File: src/rtl/fb_line_fetch.sv
// Framebuffer row fetcher feeding the linebuffer write side, with vertical line replication.
// Define FB_LINE_FETCH_REG_EN to register lb_data (and delay lb_en) by one cycle.
module fb_line_fetch #(
    parameter int DATAW     = 4,
    parameter int FB_WIDTH  = 160,
    parameter int FB_HEIGHT = 120,
    parameter int SCALEW    = 6,
    parameter int ADDRW     = $clog2(FB_WIDTH*FB_HEIGHT)
) (
    input  logic              clk_sys,
    input  logic              rst_sys,
    input  logic              frame_sys,
    input  logic              line_sys,
    input  logic [SCALEW-1:0] scale,
    output logic [ADDRW-1:0]  fb_addr,
    input  logic [DATAW-1:0]  fb_data,
    output logic              lb_en,
    output logic [DATAW-1:0]  lb_data,
    output logic              busy,
    output logic              done
);

    localparam int ROWW = (FB_HEIGHT > 1) ? $clog2(FB_HEIGHT) : 1;
    localparam int IDXW = (FB_WIDTH > 1) ? $clog2(FB_WIDTH) : 1;
    localparam logic [ROWW-1:0]  ROW_LAST = ROWW'(FB_HEIGHT-1);
    localparam logic [ADDRW-1:0] ROW_STEP = ADDRW'(FB_WIDTH);
    localparam logic [IDXW-1:0]  IDX_LAST = IDXW'(FB_WIDTH-1);
    localparam logic [IDXW-1:0]  IDX_PRE  = IDXW'(FB_WIDTH-2);

    typedef enum logic {IDLE, FETCH} state_t;

    state_t            state_q;
    logic [ROWW-1:0]   row_q, row_d;
    logic [SCALEW-1:0] cnt_q, cnt_d;
    logic [ADDRW-1:0]  base_q, base_d;
    logic              first_q, first_d;
    logic [IDXW-1:0]   idx_q;
    logic [ADDRW-1:0]  addr_q;
    logic              lb_en_q;
    logic              busy_q;
    logic              done_q;
    logic [SCALEW-1:0] scale_last;

    assign scale_last = (scale == '0) ? '0 : scale - 1'b1;

    // Row tracking: frame reset first, then the line step, so a coincident pair fetches row 0.
    always_comb begin
        row_d   = row_q;
        cnt_d   = cnt_q;
        base_d  = base_q;
        first_d = first_q;
        if (frame_sys) begin
            row_d   = '0;
            cnt_d   = '0;
            base_d  = '0;
            first_d = 1'b1;
        end
        if (line_sys) begin
            if (first_d) begin
                first_d = 1'b0;
            end else if (cnt_d == scale_last) begin
                cnt_d = '0;
                if (row_d != ROW_LAST) begin
                    row_d  = row_d + 1'b1;
                    base_d = base_d + ROW_STEP;
                end
            end else begin
                cnt_d = cnt_d + 1'b1;
            end
        end
    end

    always_ff @(posedge clk_sys) begin
        if (rst_sys) begin
            state_q <= IDLE;
            row_q   <= '0;
            cnt_q   <= '0;
            base_q  <= '0;
            first_q <= 1'b1;
            idx_q   <= '0;
            addr_q  <= '0;
            lb_en_q <= 1'b0;
            busy_q  <= 1'b0;
            done_q  <= 1'b0;
        end else begin
            row_q   <= row_d;
            cnt_q   <= cnt_d;
            base_q  <= base_d;
            first_q <= first_d;
            lb_en_q <= 1'b0;
            done_q  <= 1'b0;
            if (line_sys) begin
                state_q <= FETCH;
                addr_q  <= base_d;
                idx_q   <= '0;
                lb_en_q <= 1'b1;
                busy_q  <= 1'b1;
            end else if (frame_sys) begin
                state_q <= IDLE;
                busy_q  <= 1'b0;
            end else if (state_q == FETCH) begin
                if (idx_q == IDX_LAST) begin
                    state_q <= IDLE;
                    busy_q  <= 1'b0;
                end else begin
                    addr_q <= addr_q + 1'b1;
                    idx_q  <= idx_q + 1'b1;
                    done_q <= (idx_q == IDX_PRE);
                end
            end
        end
    end

    assign fb_addr = addr_q;
    assign busy    = busy_q;
    assign done    = done_q;

`ifdef FB_LINE_FETCH_REG_EN
    logic             lb_en_p1_q;
    logic [DATAW-1:0] lb_data_q;

    // A restart or frame abort suppresses the delayed pulse of the burst it cancels.
    always_ff @(posedge clk_sys) begin
        if (rst_sys) begin
            lb_en_p1_q <= 1'b0;
        end else begin
            lb_en_p1_q <= lb_en_q & ~frame_sys & ~line_sys;
        end
    end

    always_ff @(posedge clk_sys) begin
        lb_data_q <= fb_data;
    end

    assign lb_en   = lb_en_p1_q;
    assign lb_data = lb_data_q;
`else
    assign lb_en   = lb_en_q;
    assign lb_data = fb_data;
`endif

endmodule

File: config.mk
export PLATFORM = sky130hd
export DESIGN_NAME = fb_line_fetch
export DESIGN_NICKNAME = d
export VERILOG_FILES = /design/src/rtl/fb_line_fetch.sv
export SDC_FILE = /design/constraint.sdc
export NUM_CORES = 1
export LEC_CHECK = 0
export BUFFER_PORTS_ARGS = -buffer_cell sky130_fd_sc_hd__buf_2
export CAP_MARGIN = 40
export CORE_MARGIN = 8
export CORE_UTILIZATION = 30
export DETAILED_ROUTE_END_ITERATION = 10
export GPL_ROUTABILITY_DRIVEN = 1
export PLACE_DENSITY = 0.54
export SLEW_MARGIN = 30
export SYNTH_ARGS = -nofsm -noshare
export SYNTH_HDL_FRONTEND = slang
export SYNTH_SLANG_ARGS = --single-unit
export TNS_END_PERCENT = 10
File: constraint.sdc
create_clock -name clk_sys -period 8.1 [get_ports clk_sys]
set_input_delay 1.62 -clock clk_sys [delete_from_list [all_inputs] [get_ports clk_sys]]
set_output_delay 1.62 -clock clk_sys [all_outputs]
set_load 0.05 [all_outputs]
==> results_dict.tcl, run 1 <==
set metrics [dict create \
    synth_nets 405 \
    post-cts-setup-buffer-count 0 \
    finalHoldViolCount 0 \
    synthArstFlopShare_pct 0 \
    seq_area_frac_synth_pct 36.1 \
    cts-buffers-inserted 5 \
    wl_per_cell_um 14.1 \
    drv_slew 0 \
    cts.clk_slew.worst_paths_ps 100 \
    max_slew_margin_pct 50.9 \
    firstDrtPassIters 4 \
    irDropWorstVdd_v 0.0000669 \
    num_rows 37 \
    num_vias 2723 \
    detail-route-antenna-nets 0 \
    coreArea_um2 10200 \
    p_per_area_nw_per_um2 144 \
    num_io_pins 36 \
    n_antenna_cell 0 \
    netlist_area_um2 3110 \
    finalWorstPathRequiredPeriod_ps 4500 \
    seq_area_um2 1120 \
    synth_common_cells "56 x dfxtp_1, 53 x nor2_1, 38 x nand2_1" \
    cp.required_ps 8300 \
    yosysMostFrequentCell "dfxtp_1" \
    arrival_ps 4700 \
    multi_input_area_um2 1840 \
    dieArea_um2 13900 \
    clkSinkCount 56 \
    cts-root-buf "clkbuf_8" \
    clk_path_buf_depth 2 \
    synth-edff-count 0 \
    start_util_pct 30.5 \
    setup_viol 0 \
    fillers 1085 \
    cts.hold.buffers_added 0 \
    totalWireLength_um 7520 \
    grt_pass1_wl_um 13000 \
    syn_avg_cell_area_um2 8.10 \
    dp.final_hpwl_um 5310 \
    grt_overflow 0 \
    drtIter0Drc 115 \
    p_total_mw 0.491 \
    grtUsageTotal_pct 10.9 \
    min_path_type "flop to flop" \
    rsz0062_at_grt "no" \
    synth_seq_cells 56 \
    post-route-period-util_pct 55.6 \
    vias_per_cell 5.11 \
    dominantRegCellSynth "dfxtp_1" \
    cts-resized-gates 0 \
    htreeDepth 2 \
    final.setup_skew_ps 6.64 \
    endpoint_kind "flop" \
    synthTopCellsByArea "dfxtp_1 36%, nor2_1 6.4%, xnor2_1 5.4%" \
    die_w_um 118 \
    setup_tns_ps 0 \
    clk_latency_ps 300 \
    outcome "finished, final reports clean" \
    drive_above_1_share_pct 11.1 \
    maxCapViolCount 0 \
    crit_type "primary input to flop" \
    path_max_fanout 18 \
    fmax_mhz 222 \
    tightest_slew_ps 737 \
    grt_pass1_vias 2632 \
    synth_cell_type_count 54 \
    synth_largest_area_cell "dfxtp_1" \
    leakage_nw 1.28 \
    synthToLayoutAreaGrowth_pct 9.50 \
    worst_setup_path_start_kind "primary input" \
    final_nets 418 \
    drcViolationCount 0 \
    synth.top_cell.area_share_pct 36.1 \
    grt_start_max_net_pins 39 \
    synth_cells 384 \
    antenna_found_initial 0 \
    die_h_um 118 \
    cts_tree "yes" \
    io_buffers 27 \
    gp_congestion 0.800 \
    yosysWarnings 0 \
]
==> stage by stage <==
step | instance area, um2 | setup WS, ps | hold WS (ps) | util (%) | std cells
finish | 3400 | 3600 | 454 | 33.4 | 533
global route | 3400 | 3330 | 466 | 33.4 | 533
CTS | 3400 | 3610 | 455 | 33.4 | 533
detailed placement | 3320 | 3270 | 424 | 32.6 | 526
global placement | 3320 | 3330 | 421 | 32.6 | 525
floorplan | 3110 | 4150 | 405 | - | 384
==> registers in the layout, indices dropped and copies added, names as in the netlist <==
register  flops
row_q         7
idx_q         8
busy          1
cnt_q         6
lb_en         1
base_q       15
first_q       1
done          1
state_q       1
fb_addr      15
==> per-layer routing <==
| layer | part of all wire [%] | vias to the layer above | track usage [%] |
|---|---|---|---|
| met4 | 1.6 | 0 | 3.68 |
| met1 | 47 | 1295 | 13.5 |
| met2 | 49 | 40 | 19.0 |
| met3 | 2.4 | 8 | 1.44 |
| li1 | - | 1380 | - |
| met5 | 0 | - | 0 |
==> cells by family (layout without fill, tap and decap cells) <==
family,count (synthesis),in the layout,synth area share [%]
AOI/OAI and AO/OA,60,60,14.5
muxes,3,3,0.966
xor gates and xnor gates,35,35,9.86
buffers and inverters,35,48,4.79
and+or+nand+nor,188,188,31.0
adders and majority gates,7,7,2.82
DFF,56,56,36.1
==> cell usage in the layout, fill, tap and decap left out, types with 5 or more instances in the layout <==
cell type	count
a211oi_1	13
a21oi_1	8
and3_1	9
buf_2	28
clkbuf_8	5
dfxtp_1	56
ha_1	7
inv_1	11
nand2_1	38
nand3_1	21
nand4_1	9
nor2_1	53
nor2b_1	12
nor3_1	6
nor4_1	5
or3_1	5
xnor2_1	19
xor2_1	16
==> layout make-up <==
cell class	instances	share of cell area, %
repair buffers	29	4.34
multi-input cells	293	54.0
flip-flops and latches	56	32.9
inverters	12	1.32
clock buffers	5	2.02
clock inverters	2	0.368
well taps	136	5.00
==> critical path, stage by stage <==
cell,delay [ps]
buf_2,120
inv_1,50
ha_1,200
nor3b_2,340
a21oi_1,170
or4_4,520
a311oi_4,640
nand2_2,380
o311a_1,430
a211o_1,220
==> worst paths after layout <==
kind | start | endpoint | slack (ps) | depth (start not counted)
max | scale[0] | base_q[6]$_SDFF_PP0_ | 3600 | 10
min | base_q[2]$_SDFF_PP0_ | base_q[2]$_SDFF_PP0_ | 450 | 2
max reg2reg | cnt_q[2]$_SDFF_PP0_ | base_q[6]$_SDFF_PP0_ | 5230 | 6
min reg2reg | base_q[2]$_SDFF_PP0_ | base_q[2]$_SDFF_PP0_ | 450 | 2
==> report_power, final <==
part,internal [mW],leakage [nW],switching [mW]
sequential,0.280,0.454,0.00418
clock,0.0589,0.0400,0.0906
combinational,0.0160,0.790,0.0422
(Power assumes the default switching activity.)
==> inputs of run 2 (changes only) <==
- ABC_AREA: unset -> 1
- PLACE_DENSITY: 0.54 -> 0.53
- clock period: 8.1 -> 4.15 ns (I/O delays scaled with it)
==> run 2 against run 1 <==
Against the previous run: power grew to 2.5 times the previous value; non-clock buffer count up 1; combinational power up 120%; synthesized cell count rose by 39%; hold slack lost 19 ps; first-iteration DRC count up 48%; area after synthesis up 13%; critical endpoint is now fb_addr[11]$_SDFFE_PP0P_; largest cell class unchanged; highest routed layer unchanged.
==> results_dict.tcl, run 2 <==
set metrics [dict create \
    clkSinkCount 56 \
    power_switching_mw 0.307 \
    muxShareOfSynthArea_pct 0 \
    cp.required_ps 4380 \
    yosysMostFrequentCell "nand2_1" \
    drv_slew 0 \
    drcViolationCount 0 \
    rsz0062_at_grt "no" \
    fmax_mhz 367 \
    fillers 1265 \
    num_rows 39 \
    dpl-instance-area_um2 3720 \
    synth_common_cells "137 x nand2_1, 73 x inv_1, 56 x dfxtp_1" \
    synth_seq_cells 56 \
    cts-resized-gates 0 \
    swShare_pct 25.0 \
    cts-buffers-inserted 5 \
    grt_overflow 0 \
    vias_per_cell 4.74 \
    finalWorstPathRequiredPeriod_ps 2730 \
    htreeDepth 2 \
    finalHoldViolCount 0 \
    startpoint "frame_sys" \
    synthArstFlopShare_pct 0 \
    coreArea_um2 11400 \
    drtIter0Drc 170 \
    gp_congestion 0.832 \
    num_vias 3311 \
    synthToLayoutAreaGrowth_pct 11.6 \
    r2r_slack_ps 1970 \
    fin_area_um2 3900 \
    dominantRegCellSynth "dfxtp_1" \
    hold_start "base_q[2]$_SDFF_PP0_" \
    wl_met2_um 4230 \
    synth-simple-area-share_pct 36.0 \
    post-route-period-util_pct 65.7 \
    r2r_start "fb_addr[0]$_SDFFE_PP0P_" \
    grt_pass1_wl_um 15300 \
    io_buffers 27 \
    combPwrFrac_pct 10.5 \
    path_max_fanout 25 \
    die_h_um 124 \
    reg2reg_to "fb_addr[14]$_SDFFE_PP0P_" \
    post-cts-setup-buffer-count 0 \
    leakage_nw 1.72 \
    n_antenna_cell 0 \
    seq_area_frac_synth_pct 32.0 \
    r2r_cells 11 \
    totalWireLength_um 8960 \
    max_slew_margin_pct 58.5 \
    start_util_pct 30.6 \
    endpoint_kind "flop" \
    firstDrtPassIters 4 \
    syn_avg_cell_area_um2 6.54 \
    intPower_mw 0.922 \
    cts-root-buf "clkbuf_16" \
    final.setup_skew_ps 7.79 \
    final_common_cell "nand2_1" \
    synth_largest_area_cell "dfxtp_1" \
    final_nets 576 \
    cts_tree "yes" \
    dieArea_um2 15400 \
    netlist_area_um2 3500 \
    grt_pass1_vias 3194 \
    setup_tns_ps 0 \
    clk_path_buf_depth 2 \
    maxCapViolCount 0 \
    synth_top_family_by_area "simple AND/OR/NAND/NOR gates" \
    p_per_area_nw_per_um2 315 \
    synth-edff-count 0 \
    cp-endpoint "fb_addr[11]$_SDFFE_PP0P_" \
    seq_power_share_pct 45.3 \
    dp.final_hpwl_um 6800 \
    antenna_found_initial 0 \
    synth.top_cell.area_share_pct 32.0 \
    crit_type "primary input to flop" \
    final_cell_mix "137 x nand2_1, 73 x inv_1, 56 x dfxtp_1" \
    multi_input_area_um2 1960 \
    synth_compound_area_share_pct 14.8 \
    irDropWorstVdd_v 0.000159 \
    seq_area_um2 1120 \
    synth_xor_area_share_pct 2.75 \
    synth_cells 535 \
    grt_start_max_net_pins 26 \
    clk_latency_ps 300 \
    synth_nets 556 \
    synthAdderAreaFrac_pct 2.50 \
    synth_cell_type_count 40 \
    tightest_slew_ps 622 \
    min_path_type "flop to flop" \
    num_io_pins 36 \
    power_frac_clock_pct 44.2 \
    wl_per_cell_um 12.8 \
    arrival_ps 2960 \
    cts.hold.buffers_added 0 \
    worst_setup_path_start_kind "primary input" \
    cts.clk_slew.worst_paths_ps 70 \
    grtUsageTotal_pct 12.5 \
    yosysWarnings 0 \
    setup_viol 0 \
    drive_above_1_share_pct 13.3 \
    detail-route-antenna-nets 0 \
    highest-signal-layer "met4" \
    outcome "finished, final reports clean" \
    met3WireLength_um 313 \
    drt-met1-wl_um 4310 \
    synthTopCellsByArea "dfxtp_1 32%, nand2_1 15%, inv_1 7.8%" \
    die_w_um 124 \
]
## run 2: cell types whose count changed in the layout (fill, tap and decap cells not counted), moves of 7 or more
cell	previous run	this run
nor2b_1	12	0
nand2_2	1	9
nor2_1	53	46
and3_1	9	0
o21ai_0	4	37
nand3_1	21	36
xor2_1	16	9
inv_1	11	73
nand2_1	38	137
xnor2_1	19	2
a21oi_1	8	30
a211oi_1	13	2
inv_2	0	7
## run 2: per-stage QoR
stage	cells	total power, mW	setup slack, ps	hold slack, ps	util, %
final	698	1.23	1420	436	34.2
after global routing	698	1.28	1120	466	34.2
after CTS	698	1.24	1390	438	34.2
after detailed placement	691	0.699	1090	424	32.6
after global placement	691	0.698	1120	421	32.6
after floorplan	535	0.674	1690	413	-
## run 2: power groups by stage
stage / Sequential (mW) / Clock [mW] / Combinational, mW
after floorplan: 0.590 / 0 / 0.0841
after global placement: 0.569 / 0 / 0.130
after detailed placement: 0.569 / 0 / 0.130
after CTS: 0.556 / 0.556 / 0.131
after global routing: 0.558 / 0.577 / 0.143
final: 0.556 / 0.544 / 0.129
## run 2: area by class of cell
type                    instances  area share (%)
clock buffers                   5            3.21
flip-flops and latches         56            28.7
clock inverters                 2            1.54
well taps                     143            4.58
repair buffers                 30            4.04
multi-input cells             382            50.2
inverters                      80            7.69
## run 2: worst min-delay path by stage
| stage | end | slack, ps | depth (start not counted) |
|---|---|---|---|
| finish | base_q[2]$_SDFF_PP0_ | 440 | 2 |
| floorplan | base_q[2]$_SDFF_PP0_ | 410 | 2 |
| detailed placement | base_q[2]$_SDFF_PP0_ | 420 | 2 |
| global route | base_q[2]$_SDFF_PP0_ | 470 | 2 |
| global placement | base_q[2]$_SDFF_PP0_ | 420 | 2 |
| CTS | base_q[2]$_SDFF_PP0_ | 440 | 2 |
## run 2: routing by layer
| metal | vias to the layer above | global-route usage (%) |
|---|---|---|
| li1 | 1762 | - |
| met1 | 1493 | 16.1 |
| met2 | 50 | 20.7 |
| met3 | 6 | 2.27 |
| met4 | 0 | 3.72 |
| met5 | - | 0 |
## run 2: cells by family (layout without fill, tap and decap cells)
logic type | Yosys count | in the layout
buffers and inverters | 97 | 117
DFF | 56 | 56
xor gates and xnor gates | 11 | 11
and+or+nand+nor | 271 | 271
AOI/OAI and AO/OA | 93 | 93
adders and majority gates | 7 | 7
## run 2: worst max-delay path, stage by stage
cell and delay (ps):
buf_2 230, inv_2 390, nand2_1 120, inv_1 110, ha_1 190, nand2_1 90, nor3_2 180, nand2_4 130
inv_2 100, nand2_1 50, nand2_1 70, nand2_1 50, nand2_1 70, nand2_1 50, nand2_1 60, nand2_1 80
a21oi_1 150
